==> src/rtl/shift_sequencer.sv <==
//------------------------------------------------------------------------------
// shift_sequencer
//
// Multi-cycle controller that feeds the barrel shifter for data-processing
// instructions. Immediate-shift and no-shift instructions make a single
// shifter pass. Register-shifted-register instructions first win the shared
// RF read port, capture Rs[7:0] as the shift amount, and then run the shifter.
// The shifter result and carry-out are registered and handed to the ALU
// stage through a valid/ready handshake.
//
// Ports
//   clk, reset        clock, synchronous active-high reset
//   start/start_ready decode handshake; accepted when both are high
//   instr, rm_data    instruction word and Rm operand
//   carry_in          current C flag
//   rs_req/rs_gnt     shared RF read port request / grant
//   rs_addr, rs_data  Rs index (valid with rs_req) / Rs value (cycle after grant)
//   sh_*              latched operands presented to the shifter
//   sh_result/sh_flag combinational shifter outputs
//   res_valid/ready   result handshake towards the ALU stage
//   shift_result/flag registered shifter outputs
//   err               one-cycle pulse when the RF port grant times out
//------------------------------------------------------------------------------
`timescale 1ns/1ps
module shift_sequencer #(
  parameter int MAX_WAIT   = 4,
  parameter int WAIT_CNT_W = 3
) (
  input  logic        clk,
  input  logic        reset,
  input  logic        start,
  output logic        start_ready,
  input  logic [31:0] instr,
  input  logic [31:0] rm_data,
  input  logic        carry_in,
  output logic        rs_req,
  output logic [3:0]  rs_addr,
  input  logic        rs_gnt,
  input  logic [31:0] rs_data,
  output logic [31:0] sh_rd2,
  output logic [4:0]  sh_control,
  output logic [7:0]  sh_instr,
  output logic [7:0]  sh_rd3,
  output logic        sh_carry,
  input  logic [31:0] sh_result,
  input  logic        sh_flag,
  output logic        res_valid,
  input  logic        res_ready,
  output logic [31:0] shift_result,
  output logic        shift_flag,
  output logic        err
);

  typedef enum logic [2:0] {
    IDLE    = 3'd0,
    REQ_RS  = 3'd1,
    CAPT_RS = 3'd2,
    SHIFT   = 3'd3,
    RESULT  = 3'd4
  } state_t;

  localparam logic [WAIT_CNT_W-1:0] CNT_LAST = WAIT_CNT_W'(MAX_WAIT - 1);
  localparam logic [WAIT_CNT_W-1:0] CNT_ONE  = WAIT_CNT_W'(1);

  state_t                state_q, state_d;
  logic [WAIT_CNT_W-1:0] cnt_q, cnt_d;
  logic                  err_q, err_d;
  logic [3:0]            rs_addr_q, rs_addr_d;
  logic [31:0]           rd2_q, rd2_d;
  logic [4:0]            control_q, control_d;
  logic [7:0]            sinstr_q, sinstr_d;
  logic [7:0]            rd3_q, rd3_d;
  logic                  carry_q, carry_d;
  logic [31:0]           result_q, result_d;
  logic                  flag_q, flag_d;

  logic accept;
  logic reg_shift;
  logic unused_bits;

  // Only the fields the shifter and the Rs fetch need are consumed.
  assign unused_bits = ^{instr[31:28], instr[3:0], rs_data[31:8]};

  assign start_ready = (state_q == IDLE) | ((state_q == RESULT) & res_ready);
  assign accept      = start & start_ready;
  assign reg_shift   = (instr[27:25] == 3'b000) & ~instr[7] & instr[4];

  always_comb begin
    state_d   = state_q;
    cnt_d     = cnt_q;
    err_d     = 1'b0;
    rs_addr_d = rs_addr_q;
    rd2_d     = rd2_q;
    control_d = control_q;
    sinstr_d  = sinstr_q;
    rd3_d     = rd3_q;
    carry_d   = carry_q;
    result_d  = result_q;
    flag_d    = flag_q;

    unique case (state_q)
      IDLE: ;
      REQ_RS: begin
        if (rs_gnt) begin
          state_d = CAPT_RS;
        end else if (cnt_q == CNT_LAST) begin
          state_d = IDLE;
          err_d   = 1'b1;
        end else begin
          cnt_d = cnt_q + CNT_ONE;
        end
      end
      CAPT_RS: begin
        // rs_data is valid the cycle after the grant.
        rd3_d   = rs_data[7:0];
        state_d = SHIFT;
      end
      SHIFT: begin
        result_d = sh_result;
        flag_d   = sh_flag;
        state_d  = RESULT;
      end
      RESULT: begin
        if (res_ready) state_d = IDLE;
      end
      default: state_d = IDLE;
    endcase

    // A new instruction can only be accepted from IDLE or from RESULT while
    // the ALU stage takes the current result; it overrides the case above.
    if (accept) begin
      rs_addr_d = instr[11:8];
      rd2_d     = rm_data;
      control_d = instr[25:21];
      sinstr_d  = instr[11:4];
      rd3_d     = 8'h00;
      carry_d   = carry_in;
      cnt_d     = '0;
      state_d   = reg_shift ? REQ_RS : SHIFT;
    end
  end

  always_ff @(posedge clk) begin
    if (reset) begin
      state_q   <= IDLE;
      cnt_q     <= '0;
      err_q     <= 1'b0;
      rs_addr_q <= '0;
      rd2_q     <= '0;
      control_q <= '0;
      sinstr_q  <= '0;
      rd3_q     <= '0;
      carry_q   <= 1'b0;
      result_q  <= '0;
      flag_q    <= 1'b0;
    end else begin
      state_q   <= state_d;
      cnt_q     <= cnt_d;
      err_q     <= err_d;
      rs_addr_q <= rs_addr_d;
      rd2_q     <= rd2_d;
      control_q <= control_d;
      sinstr_q  <= sinstr_d;
      rd3_q     <= rd3_d;
      carry_q   <= carry_d;
      result_q  <= result_d;
      flag_q    <= flag_d;
    end
  end

  assign rs_req       = (state_q == REQ_RS);
  assign res_valid    = (state_q == RESULT);
  assign err          = err_q;
  assign rs_addr      = rs_addr_q;
  assign sh_rd2       = rd2_q;
  assign sh_control   = control_q;
  assign sh_instr     = sinstr_q;
  assign sh_rd3       = rd3_q;
  assign sh_carry     = carry_q;
  assign shift_result = result_q;
  assign shift_flag   = flag_q;

endmodule

==> config.mk <==
export PLATFORM = sky130hd
export DESIGN_NAME = shift_sequencer
export DESIGN_NICKNAME = d
export VERILOG_FILES = /design/src/rtl/shift_sequencer.sv
export SDC_FILE = /design/constraint.sdc
export NUM_CORES = 1
export LEC_CHECK = 0
export BUFFER_PORTS_ARGS = -buffer_cell sky130_fd_sc_hd__buf_2
export CORE_AREA = 2 2 95 97
export DETAILED_ROUTE_END_ITERATION = 6
export DIE_AREA = 0 0 97 99
export MAX_ROUTING_LAYER = met4
export PLACE_DENSITY = 0.9
export SYNTH_ARGS = -nofsm -noshare
export SYNTH_HDL_FRONTEND = slang
export SYNTH_SLANG_ARGS = --single-unit
==> constraint.sdc <==
create_clock -name clk -period 2.9 [get_ports clk]
set_input_delay 0.435 -clock clk [delete_from_list [all_inputs] [get_ports clk]]
set_output_delay 0.435 -clock clk [all_outputs]
set_load 0.05 [all_outputs]
# [Word level (Yosys, flattened, before mapping)]
# Index checks and enable logic that the tools add are counted.
# W data, S select, Z words.
[word_totals] regBits=98 output_inout_bits=95 word_cells=42 in_bits=135
[classes] n_eq_ne=8 n_bitwise=9 muxes=7 n_addsub=1 n_reduce_logical=6
[ops] op="$pmux W3 S5" n=1
[ops] op="$mux W3" n=4
[ops] op="$eq A3 B2 Y1 const B" n=3
[ops] op="$logic_not A3 Y1" n=2
[ops] op="$reduce_and A3 Y1" n=2
[ops] op="$and A1 B1 Y1" n=4
[ops] op="$ne A4 B1 Y1 const B" n=1
[ops] op="$not A1 Y1" n=4
[ops] op="$add A3 B1 Y3 const B" n=1
[ops] op="$eq A3 B1 Y1 const B" n=1
[ops] op="$eq A3 B3 Y1 const B" n=1
[ops] op="$ne A3 B1 Y1 const B" n=1
[ops] op="$reduce_or A3 Y1" n=1
[ops] op="$mux W2" n=1
[ops] op="$ne A2 B2 Y1 const B" n=1
[ops] op="$reduce_or A2 Y1" n=1
[ops] op="$mux W1" n=1
[ops] op="$or A1 B1 Y1" n=1

# [Logic depth before layout (Yosys ltp)]
# Gate-level depths: netlist (run 1).
[logic_depth] ltp_word=6 ltp_mapped=7 mapped_depth_nobuf=5

# [Worst setup path before layout (run 1)]
# OpenSTA, ideal clock, no wires.
[synth_path] kind="reg2out" from="reg state_q[0]" to="out rs_req" setup_slack_ps=1260 arrival_time_ps=1205 t_required_ps=2465 stages_incl_launch_ff=3 n_path_buf=0 cell_sequence="dfxtp_1 -> nand2b_1 -> nor2_1"
[synth_between] elab_chain_cells=1
[synth_rtl] item="start, declared" line_no="65" rtl="state_t state_q, state_d;"
[synth_rtl] item="start signal, assigned" line_no="157" rtl="state_q <= state_d;"
[synth_rtl] item="$eq A3 B1 Y1" line_no="171" rtl="assign rs_req = (state_q == REQ_RS);"
[synth_rtl] item="end, declared" line_no="36" rtl="output logic rs_req,"
# Every way passes these cells.

# [Worst setup path after layout (run 1)]
[layout_path] from="reg state_q[1]" to="reg rd2_q[24], in the netlist sh_rd2[24]"
[layout_between] elab_chain_cells=4 elab_cells_between_ends=5 classes_between="1 x eq/ne; 3 x bitwise; 1 x reduce/logical"
[layout_rtl] item="$eq A3 B3 Y1" line_no="84" rtl="assign start_ready = (state_q == IDLE) | ((state_q == RESULT) & res_ready);"
[layout_rtl] item="$and A1 B1 Y1" line_no="84"
[layout_rtl] item="$or A1 B1 Y1 (*)" line_no="84"
[layout_rtl] item="$and A1 B1 Y1 (*)" line_no="85" rtl="assign accept = start & start_ready;"
[layout_rtl] item="end signal, assigned" line_no="161" rtl="rd2_q <= rd2_d;"
[layout_rtl] item="end, declared" line_no="69" rtl="logic [31:0] rd2_q, rd2_d;"
# Every way passes the cells marked *; elsewhere a longest branch is shown, timed or not.
# A chain may end at the register's enable or synchronous reset.

==> reports/metrics.csv, run 1 <==
stage,metric,value,unit
timing,Sum Neg Setup Slack,0,ns
clock_tree,Worst-path clk slew,0.09,ns
detailed_routing,"antenna viol nets, final",0,
power,share of total power in combinational logic,25.9,%
yosys,most common cell in the synthesized netlist,nand2_1,
global_route,vias in the first global route,3322,
timing,Slew @ Worst Pin,0.7608,ns
clock_tree,postcts setup bufs,0,
yosys,"EDFF count, synth",0,
global_route,largest net degree at the start of global routing,50,
layout,multi-input logic area,0.001739,mm²
yosys,ranking of synthesized cells by area,"dfxtp_1 (48%), a21oi_2 (13%), nand2_1 (11%)",
clock_tree,"buffers from clock root to sink, at most",2,
placement,dpl cell area,0.004746,mm²
yosys,simple-gate share of the synthesized area,25.22,%
yosys,sequential area share after synthesis,48.33,%
yosys,multiplexer share of the synthesized area,0.2571,%
global_route,GR Util met1,22.86,%
layout,synth-to-layout area growth,27.67,%
yosys,largest family of logic cells by synthesized area,simple AND/OR/NAND/NOR gates,
clock_tree,post_cts resized,0,
yosys,fraction of registers with async set/reset,0,%
detailed_routing,DR vias/cell,4.772,
timing,Max transition margin,49.28,%
clock_tree,H-tree depth,3,
floorplanning,Starting Density,45.54,%
setup_path,CP Class,flip-flop to flip-flop,
global_route,busiest grt layer,met2,
floorplanning,I/O pin cnt,230,
yosys,adder-cell area share of the yosys netlist,0.6427,%
setup_path,Worst setup EP type,flip-flop,
setup_path,Max Fanout on Critical Path,33,
yosys,post-synthesis xor/xnor area fraction,0.2249,%
clock_tree,CTS root buf,clkbuf_8,
floorplanning,chip width,97,µm
global_route,total grt overflow,0,
detailed_routing,drt first pass iters,4,
power,PwrDens,658.7,mW/mm²
power,clock share of power,30.4,%
layout,Filler cells,741,
yosys,synth unique cells,32,
yosys,Post-Syn Area per Cell,9.098,µm²
placement,GP Congestion,0.7805,
setup_path,CP Launch Type,flip-flop,
global_route,routing usage on met2,32.32,%
global_route,met3 Usage GRT,4.681,%
power,Sw Share,33.74,%
timing,Tmin final,1.950,ns
timing,Setup Skew,0.01341,ns
yosys,cell taking the most area after synthesis,dfxtp_1,
yosys,syn_nets,565,
yosys,share of the synthesized area in the top cell type,48.33,%
global_route,GRT Overall Usage,19.29,%
timing,Final Slew Violations,0,
yosys,Yosys reg bits,94,
power,net switching power,1.105,mW
clock_tree,Clock Sinks,94,
layout,proportion of layout cells with a drive suffix above 1,55.41,%
setup_path,required time of the critical path,3.18,ns
power,Leak,2.170,nW
timing,setup violators final,0,
placement,Inst Count DP,695,
floorplanning,Core Rows,34,
layout,antenna cells,0,
layout,Final Core Density,58.14,%
global_route,first-pass GRT wire length,14990,µm
detailed_routing,routed wire length,9150,µm
yosys,complex-gate fraction of the synthesized area,18.16,%
detailed_routing,Detailed Route Iter0 Violations,107,
layout,post-route non-filler standard cell count,709,
detailed_routing,DRC,0,
clock_tree,TritonCTS Buffers,9,
layout,storage element area,0.001882,mm²
power,register share of total power,43.7,%
yosys,Syn Inst Count,428,
clock_tree,Clock Latency Late Sink,0.34,ns
yosys,commonest cells in the netlist,"nand2_1 (117), dfxtp_1 (94), nand2_2 (61), a21oi_2 (60), a21oi_1 (28)",
placement,IO buf count,188,
timing,period utilization,67.23,%
floorplanning,die area,0.009603,mm²
timing,Max Clk Rate,512.9,MHz
placement,Post-DP HPWL,6729,µm
setup_path,Reg2Reg Setup Slack,0.95,ns
yosys,ys flop type,dfxtp_1,
timing,RSZ-0062 raised after global routing,false,
detailed_routing,routed vias,3383,
job,max cap viols,0,
yosys,yosys warns,0,
global_route,initial antenna violation count,0,
floorplanning,core area,0.008551,mm²
min_path,HP Class,input port to flip-flop,
timing,final hold violation count,0,
status,status,finished clean,
layout,design area,0.004971,mm²
yosys,Syn Std Cell Area,0.003894,mm²
setup_path,Worst EP arrival,2.23,ns
clock_tree,CTS tree,done,
detailed_routing,WL per Instance,12.91,µm
power,VDD IR-drop max,393.3,µV
power,Pint,2.170,mW
clock_tree,hold buffers post-CTS,0,
layout,Final nets,735,
floorplanning,die height,99,µm
## worst max-delay path: stages (launching register included)
cell and delay, ns:
dfxtp_1 0.44, nor2_4 0.20, and3_2 0.70, buf_4 0.33, nand2_2 0.08, a21oi_2 0.12
## final timing paths
kind | end | cells after the start | startpoint
max | sh_rd2[24]$_SDFFE_PP0P_ | 5 | state_q[1]$_SDFFE_PP0P_
min | shift_result[9]$_SDFFE_PP0N_ | 3 | sh_result[9]
max reg2reg | sh_rd2[24]$_SDFFE_PP0P_ | 5 | state_q[1]$_SDFFE_PP0P_
min reg2reg | sh_rd2[14]$_SDFFE_PP0P_ | 2 | sh_rd2[14]$_SDFFE_PP0P_
## state kept, by name (all words and copies together), names as in the netlist, 3 cells and up
signal / count
sh_rd2: 32
shift_result: 32
sh_rd3: 8
sh_control: 5
rs_addr: 4
sh_instr: 4
cnt_q: 3
state_q: 3
## kinds of logic after synthesis
family,count (synthesis)
AND/OR/NAND/NOR,202
buffers and inverters,34
XOR/XNOR,1
flip-flops,94
AO/OA/AOI/OAI,94
multiplexers,1
adder cells (fa/ha/maj),2
## metal layers
layer  vias to the layer above  part of all wire [%]
li1                       1705                     -
met1                      1543                    44
met2                       127                    49
met3                         8                   6.4
met4                         0                  0.93
met5                         -                     0
## layout by cell type, fill, tap and decap left out, drive strengths merged
cell	instances
a211oi	1
a21o	1
a21oi	88
a2bb2oi	1
and2	4
and2b	1
and3	1
buf	192
bufinv	3
clkbuf	10
clkinvlp	1
dfxtp	94
ha	2
inv	1
mux2i	1
nand2	178
nand2b	4
nand3	1
nor2	8
nor3	1
nor4	3
nor4bb	1
o21a	1
o21ai	2
xnor2	1
## power groups by stage
stage          Clock (mW)  Combinational, mW  Sequential [mW]
4_1_cts              1.02              0.854             1.43
3_3_place_gp            0              0.837             1.45
5_1_grt              1.08              0.903             1.44
3_5_place_dp            0              0.853             1.46
6_report            0.994              0.849             1.43
2_1_floorplan           0              0.410             1.74
## area by class of cell
type                       count  share of cell area (%)
sequential                    94                   37.86
multi-input combinational    300                   34.99
timing repair buffer         192                   19.83
tap                          108                   2.718
clock buffer                  10                   2.567
clock inverter                 4                   1.963
inverter                       1                 0.07551
## stage by stage
| step | hold slack, ns | total power, mW | setup slack [ns] |
|---|---|---|---|
| global placement | 0.4394 | 2.291 | 0.9234 |
| global route | 0.2831 | 3.427 | 0.8122 |
| CTS | 0.2970 | 3.306 | 0.9337 |
| finish | 0.3189 | 3.274 | 0.9504 |
| floorplan | 0.4646 | 2.146 | 1.260 |
| detailed placement | 0.4460 | 2.313 | 0.8669 |
Note: power is estimated with default switching activity, not from simulation.
==> run 2: changes to the inputs <==
Settings changed: ABC_AREA from default to 1, PLACE_DENSITY 0.9 to 0.84.
Clock period 2.9 ns to 1.9 ns, I/O delays scaled along.
==> reports/metrics.csv, run 2 <==
stage,metric,value,unit,change
status,status,finished clean,,unchanged
yosys,synth unique cells,19,,was 32
timing,final hold violation count,0,,unchanged
power,net switching power,1.857,mW,was 1.105 mW
floorplanning,die area,0.009603,mm²,unchanged
setup_path,Worst setup EP type,primary output,,was flip-flop
power,register share of total power,44.5,%,was 43.7%
detailed_routing,DR vias/cell,4.759,,was 4.772
detailed_routing,"antenna viol nets, final",0,,unchanged
yosys,syn_nets,572,,was 565
yosys,"EDFF count, synth",0,,unchanged
placement,IO buf count,188,,unchanged
setup_path,worst reg-to-reg path cell count,5,,unchanged
clock_tree,Clock Latency Late Sink,0.36,ns,was 0.34 ns
timing,Max Clk Rate,571.9,MHz,
job,max cap viols,0,,unchanged
clock_tree,Worst-path clk slew,0.08,ns,was 0.09 ns
global_route,vias in the first global route,3105,,was 3322
global_route,initial antenna violation count,0,,unchanged
power,VDD IR-drop max,626.2,µV,was 393.3 µV
detailed_routing,routed wire length,8661,µm,was 9150 µm
setup_path,CP Class,flip-flop to primary output,,was flip-flop to flip-flop
min_path,Min-Delay Startpoint,rs_gnt,,was sh_result[9]
timing,RSZ-0062 raised after global routing,false,,unchanged
setup_path,Worst EP arrival,1.46,ns,was 2.23 ns
setup_path,Max Fanout on Critical Path,9,,was 33
setup_path,CP Launch Type,flip-flop,,unchanged
layout,Final nets,746,,was 735
clock_tree,H-tree depth,3,,unchanged
detailed_routing,DRC,0,,unchanged
timing,period utilization,92.03,%,
yosys,Syn Std Cell Area,0.003420,mm²,was 0.003894 mm²
clock_tree,TritonCTS Buffers,9,,unchanged
yosys,cell taking the most area after synthesis,dfxtp_1,,unchanged
yosys,Post-Syn Area per Cell,7.861,µm²,was 9.098 µm²
yosys,yosys warns,0,,unchanged
yosys,share of the synthesized area in the top cell type,55.03,%,was 48.33%
min_path,Hold Path Stages,2,,was 3
floorplanning,die height,99,µm,unchanged
layout,proportion of layout cells with a drive suffix above 1,35.18,%,was 55.41%
setup_path,Reg2Reg Setup Slack,0.31,ns,was 0.95 ns
clock_tree,post_cts resized,0,,unchanged
min_path,HP Class,input port to flip-flop,,unchanged
setup_path,required time of the critical path,1.62,ns,was 3.18 ns
power,clock share of power,27.6,%,was 30.4%
min_path,Hold EP,err$_SDFF_PP0_,,was shift_result[9]$_SDFFE_PP0N_
timing,Final Slew Violations,0,,unchanged
yosys,commonest cells in the netlist,"nand2_1 (119), dfxtp_1 (94), nor2_1 (70), a21oi_1 (59), o21ai_0 (33)",,"was nand2_1 (117), dfxtp_1 (94), nand2_2 (61), a21oi_2 (60), a21oi_1 (28)"
layout,"most common cell after layout, fill and taps aside",buf_2,,unchanged
placement,GP Congestion,0.8675,,was 0.7805
power,Pint,3.190,mW,was 2.170 mW
floorplanning,I/O pin cnt,230,,unchanged
clock_tree,"buffers from clock root to sink, at most",2,,unchanged
timing,final worst slack,0.1513,ns,was 0.9504 ns
global_route,GRT Overall Usage,18.33,%,was 19.29%
timing,Sum Neg Setup Slack,0,ns,unchanged
power,PwrDens,1103,mW/mm²,was 658.7 mW/mm²
global_route,largest net degree at the start of global routing,49,,was 50
floorplanning,core area,0.008551,mm²,unchanged
clock_tree,CTS tree,done,,unchanged
detailed_routing,WL per Instance,12.00,µm,was 12.91 µm
detailed_routing,routed vias,3436,,was 3383
floorplanning,chip width,97,µm,unchanged
yosys,Syn Inst Count,435,,was 428
clock_tree,hold buffers post-CTS,0,,unchanged
setup_path,reg2reg end,rs_addr[1]$_SDFFE_PP0P_,,was sh_rd2[24]$_SDFFE_PP0P_
yosys,ranking of synthesized cells by area,"dfxtp_1 (55%), nand2_1 (13%), a21oi_1 (8.6%)",,"was dfxtp_1 (48%), a21oi_2 (13%), nand2_1 (11%)"
floorplanning,Starting Density,39.99,%,was 45.54%
placement,Post-DP HPWL,6391,µm,was 6729 µm
timing,Tmin final,1.749,ns,
setup_path,r2r startpoint,state_q[0]$_SDFFE_PP0P_,,was state_q[1]$_SDFFE_PP0P_
timing,setup violators final,0,,unchanged
yosys,most common cell in the synthesized netlist,nand2_1,,unchanged
layout,synth-to-layout area growth,33.88,%,was 27.67%
global_route,first-pass GRT wire length,13970,µm,was 14990 µm
yosys,Yosys reg bits,94,,unchanged
layout,most frequent cells in the layout,"buf_2 (188), nand2_1 (119), dfxtp_1 (94)",,"was buf_2 (187), nand2_1 (117), dfxtp_1 (94)"
yosys,sequential area share after synthesis,55.03,%,was 48.33%
layout,Final Core Density,53.54,%,was 58.14%
timing,Slew @ Worst Pin,0.7386,ns,was 0.7608 ns
power,share of total power in combinational logic,27.9,%,was 25.9%
detailed_routing,Detailed Route Iter0 Violations,94,,was 107
layout,antenna cells,0,,unchanged
clock_tree,CTS root buf,clkbuf_8,,unchanged
timing,Setup Skew,0.01600,ns,was 0.01341 ns
clock_tree,postcts setup bufs,0,,unchanged
timing,Max transition margin,50.69,%,was 49.28%
yosys,fraction of registers with async set/reset,0,%,unchanged
global_route,total grt overflow,0,,unchanged
clock_tree,Clock Sinks,94,,unchanged
power,Sw Share,36.80,%,was 33.74%
floorplanning,Core Rows,34,,unchanged
detailed_routing,drt first pass iters,4,,unchanged
power,Leak,2.227,nW,was 2.170 nW
placement,Post-Place Worst Slack,0.2938,ns,was 0.8669 ns
yosys,ys flop type,dfxtp_1,,unchanged
run 2: cell type report:
cell class	instances	area (µm²)
fill	826	3973
sequential	94	1882
multi-input combinational	297	1297
timing repair buffer	194	998.5
clock inverter	5	65.06
tap	108	135.1
clock buffer	11	151.4
inverter	13	48.80
run 2: per-stage QoR:
stage | hold WS (ns) | area, µm² | power [mW] | cells
2_1_floorplan | 0.3607 | 3430 | 3.384 | 435
3_3_place_gp | 0.4492 | 4362 | 3.679 | 706
3_5_place_dp | 0.4547 | 4362 | 3.711 | 706
4_1_cts | 0.1232 | 4578 | 5.113 | 722
5_1_grt | 0.1294 | 4578 | 5.308 | 722
6_report | 0.1386 | 4578 | 5.048 | 722
run 2: cell families (layout without fill, tap and decap cells):
| kind of cell | Yosys count | after routing | share of synthesized area (%) |
|---|---|---|---|
| and+or+nand+nor | 203 | 203 | 23.45 |
| AOI/OAI and AO/OA | 92 | 92 | 13.47 |
| DFF | 94 | 94 | 55.03 |
| adders and majority gates | 2 | 2 | 0.7317 |
| buffers and inverters | 44 | 223 | 7.318 |
run 2: per-layer routing:
metal / vias to the layer above / GRT usage [%] / part of all wire (%)
met5: - / - / 0
met4: 0 / 5.959 / 1.4
li1: 1734 / - / -
met1: 1550 / 20.04 / 40
met2: 142 / 31.84 / 50
met3: 10 / 5.745 / 8.5
run 2: worst max-delay path by stage:
stage                                        from                       end  slack (ns)
after floorplan           state_q[0]$_SDFFE_PP0P_            err$_SDFF_PP0_        0.40
after global placement    state_q[0]$_SDFFE_PP0P_  sh_instr[3]$_SDFFE_PP0P_        0.35
after detailed placement  state_q[0]$_SDFFE_PP0P_    sh_rd2[7]$_SDFFE_PP0P_        0.29
after CTS                 state_q[0]$_SDFFE_PP0P_                    rs_req        0.11
after global routing      state_q[0]$_SDFFE_PP0P_                    rs_req       0.007
final                     state_q[0]$_SDFFE_PP0P_                    rs_req        0.15
run 2: critical path, stage by stage, from the launching register on:
cell and delay (ns):
dfxtp_1 0.55, inv_1 0.12, nor3_2 0.15, buf_2 0.30
run 2: power by group through the flow:
stage                     combinational [mW]  sequential, mW  clock, mW
after detailed placement                1.42            2.29          0
after CTS                               1.42            2.25       1.44
after global routing                    1.52            2.27       1.52
final                                   1.41            2.24       1.39
after global placement                  1.40            2.28          0
after floorplan                        0.547            2.84          0
==> run 3: changes to the inputs <==
Settings changed: BUFFER_PORTS_ARGS -buffer_cell sky130_fd_sc_hd__buf_2 to -buffer_cell sky130_fd_sc_hd__clkbuf_2.
==> reports/metrics.csv, run 3 (synthesis results as in run 2) <==
stage,metric,value,unit,change
status,status,finished clean,,unchanged
layout,Final Core Density,53.44,%,was 53.54%
clock_tree,Clock Latency Late Sink,0.35,ns,was 0.36 ns
clock_tree,TritonCTS Buffers,9,,unchanged
power,Leak,2.167,nW,was 2.227 nW
setup_path,Worst EP arrival,1.36,ns,was 1.46 ns
clock_tree,hold buffers post-CTS,0,,unchanged
placement,Post-DP HPWL,6392,µm,was 6391 µm
detailed_routing,routed wire length,8652,µm,was 8661 µm
setup_path,CP Class,flip-flop to primary output,,unchanged
timing,Final Slew Violations,0,,unchanged
clock_tree,Worst-path clk slew,0.09,ns,was 0.08 ns
clock_tree,post_cts resized,0,,unchanged
floorplanning,chip width,97,µm,unchanged
job,max cap viols,0,,unchanged
detailed_routing,Detailed Route Iter0 Violations,63,,was 94
timing,Tmin final,1.646,ns,was 1.749 ns
floorplanning,die area,0.009603,mm²,unchanged
detailed_routing,routed vias,3423,,was 3436
setup_path,Max Fanout on Critical Path,9,,unchanged
setup_path,crit path from,state_q[0]$_SDFFE_PP0P_,,unchanged
global_route,initial antenna violation count,0,,unchanged
setup_path,reg2reg end,sh_control[1]$_SDFFE_PP0P_,,was rs_addr[1]$_SDFFE_PP0P_
clock_tree,"buffers from clock root to sink, at most",2,,unchanged
floorplanning,core area,0.008551,mm²,unchanged
global_route,vias in the first global route,3317,,was 3105
timing,Max transition margin,50.48,%,was 50.69%
floorplanning,die height,99,µm,unchanged
min_path,Hold Path Stages,2,,unchanged
timing,Sum Neg Setup Slack,0,ns,unchanged
global_route,GRT Overall Usage,18.17,%,was 18.33%
clock_tree,postcts setup bufs,0,,unchanged
floorplanning,Core Rows,34,,unchanged
layout,antenna cells,0,,unchanged
clock_tree,Clock Sinks,94,,unchanged
clock_tree,CTS root buf,clkbuf_8,,unchanged
detailed_routing,DRC,0,,unchanged
layout,synth-to-layout area growth,33.63,%,was 33.88%
global_route,total grt overflow,0,,unchanged
setup_path,Worst setup EP type,primary output,,unchanged
setup_path,worst reg-to-reg path cell count,5,,unchanged
floorplanning,I/O pin cnt,230,,unchanged
min_path,Min-Delay Startpoint,rs_gnt,,unchanged
setup_path,CP Launch Type,flip-flop,,unchanged
detailed_routing,"antenna viol nets, final",0,,unchanged
power,VDD IR-drop max,508.0,µV,was 626.2 µV
layout,"most common cell after layout, fill and taps aside",clkbuf_2,,was buf_2
floorplanning,Starting Density,39.99,%,unchanged
detailed_routing,WL per Instance,12.00,µm,about the same
global_route,first-pass GRT wire length,14020,µm,was 13970 µm
detailed_routing,DR vias/cell,4.748,,was 4.759
setup_path,Reg2Reg Setup Slack,0.31,ns,about the same
setup_path,r2r startpoint,state_q[1]$_SDFFE_PP0P_,,was state_q[0]$_SDFFE_PP0P_
power,PwrDens,1097,mW/mm²,was 1103 mW/mm²
timing,final hold violation count,0,,unchanged
global_route,largest net degree at the start of global routing,49,,unchanged
clock_tree,CTS tree,done,,unchanged
layout,most frequent cells in the layout,"clkbuf_2 (188), nand2_1 (119), dfxtp_1 (93)",,"was buf_2 (188), nand2_1 (119), dfxtp_1 (94)"
timing,Max Clk Rate,607.4,MHz,was 571.9 MHz
placement,GP Congestion,0.8617,,was 0.8675
timing,RSZ-0062 raised after global routing,false,,unchanged
min_path,HP Class,input port to flip-flop,,unchanged
layout,Final nets,746,,unchanged
timing,Slew @ Worst Pin,0.7418,ns,was 0.7386 ns
detailed_routing,drt first pass iters,4,,unchanged
placement,IO buf count,188,,unchanged
timing,Setup Skew,0.007786,ns,was 0.01600 ns
setup_path,required time of the critical path,1.62,ns,about the same
timing,setup violators final,0,,unchanged
min_path,Hold EP,err$_SDFF_PP0_,,unchanged
clock_tree,H-tree depth,3,,unchanged
layout,proportion of layout cells with a drive suffix above 1,35.24,%,was 35.18%
timing,period utilization,86.66,%,was 92.03%
[run 3: layout make-up]
class                           count  area [µm²]
Clock buffer                       11       151.4
Clock inverter                      4       55.05
Fill cell                         822        3981
Inverter                           13       48.80
Multi-Input combinational cell    297        1297
Sequential cell                    94        1883
Tap cell                          108       135.1
Timing Repair Buffer              194       998.5
[run 3: per-layer routing]
layer	GRT usage (%)	vias to the layer above	share of wire [%]
li1	-	1729	-
met1	19.33	1545	41
met2	32.32	134	50
met3	4.610	15	7.2
met4	7.367	0	1.8
met5	-	-	0
[run 3: how the worst max path moves through the flow]
stage                                  to  slack (ns)  cells after the start
6_report                           rs_req        0.25                      3
5_1_grt                            rs_req        0.12                      3
4_1_cts                            rs_req        0.07                      3
3_5_place_dp   sh_control[1]$_SDFFE_PP0P_        0.28                      5
3_3_place_gp     sh_instr[3]$_SDFFE_PP0P_        0.34                      5
2_1_floorplan              err$_SDFF_PP0_        0.40                      4
[run 3: through the flow]
step	total power [mW]	worst slack, ns	hold WS [ns]	instances	instance area, µm²
4_1_cts	5.075	0.07311	0.1275	721	4568
3_5_place_dp	3.714	0.2764	0.4564	706	4362
2_1_floorplan	3.384	0.3990	0.3607	435	3430
3_3_place_gp	3.680	0.3424	0.4506	706	4362
6_report	5.013	0.2535	0.1466	721	4569
5_1_grt	5.258	0.1229	0.1260	721	4569
[run 3: report_power, final]
group | switching (mW) | internal, mW | total [mW]
combinational | 1.06 | 0.348 | 1.41
sequential | 0.108 | 2.14 | 2.25
clock | 0.674 | 0.681 | 1.35
[run 3: critical path: stages (launching register included)]
cell and delay [ns]:
dfxtp_2 0.45, inv_1 0.09, nor3_2 0.15, clkbuf_2 0.32
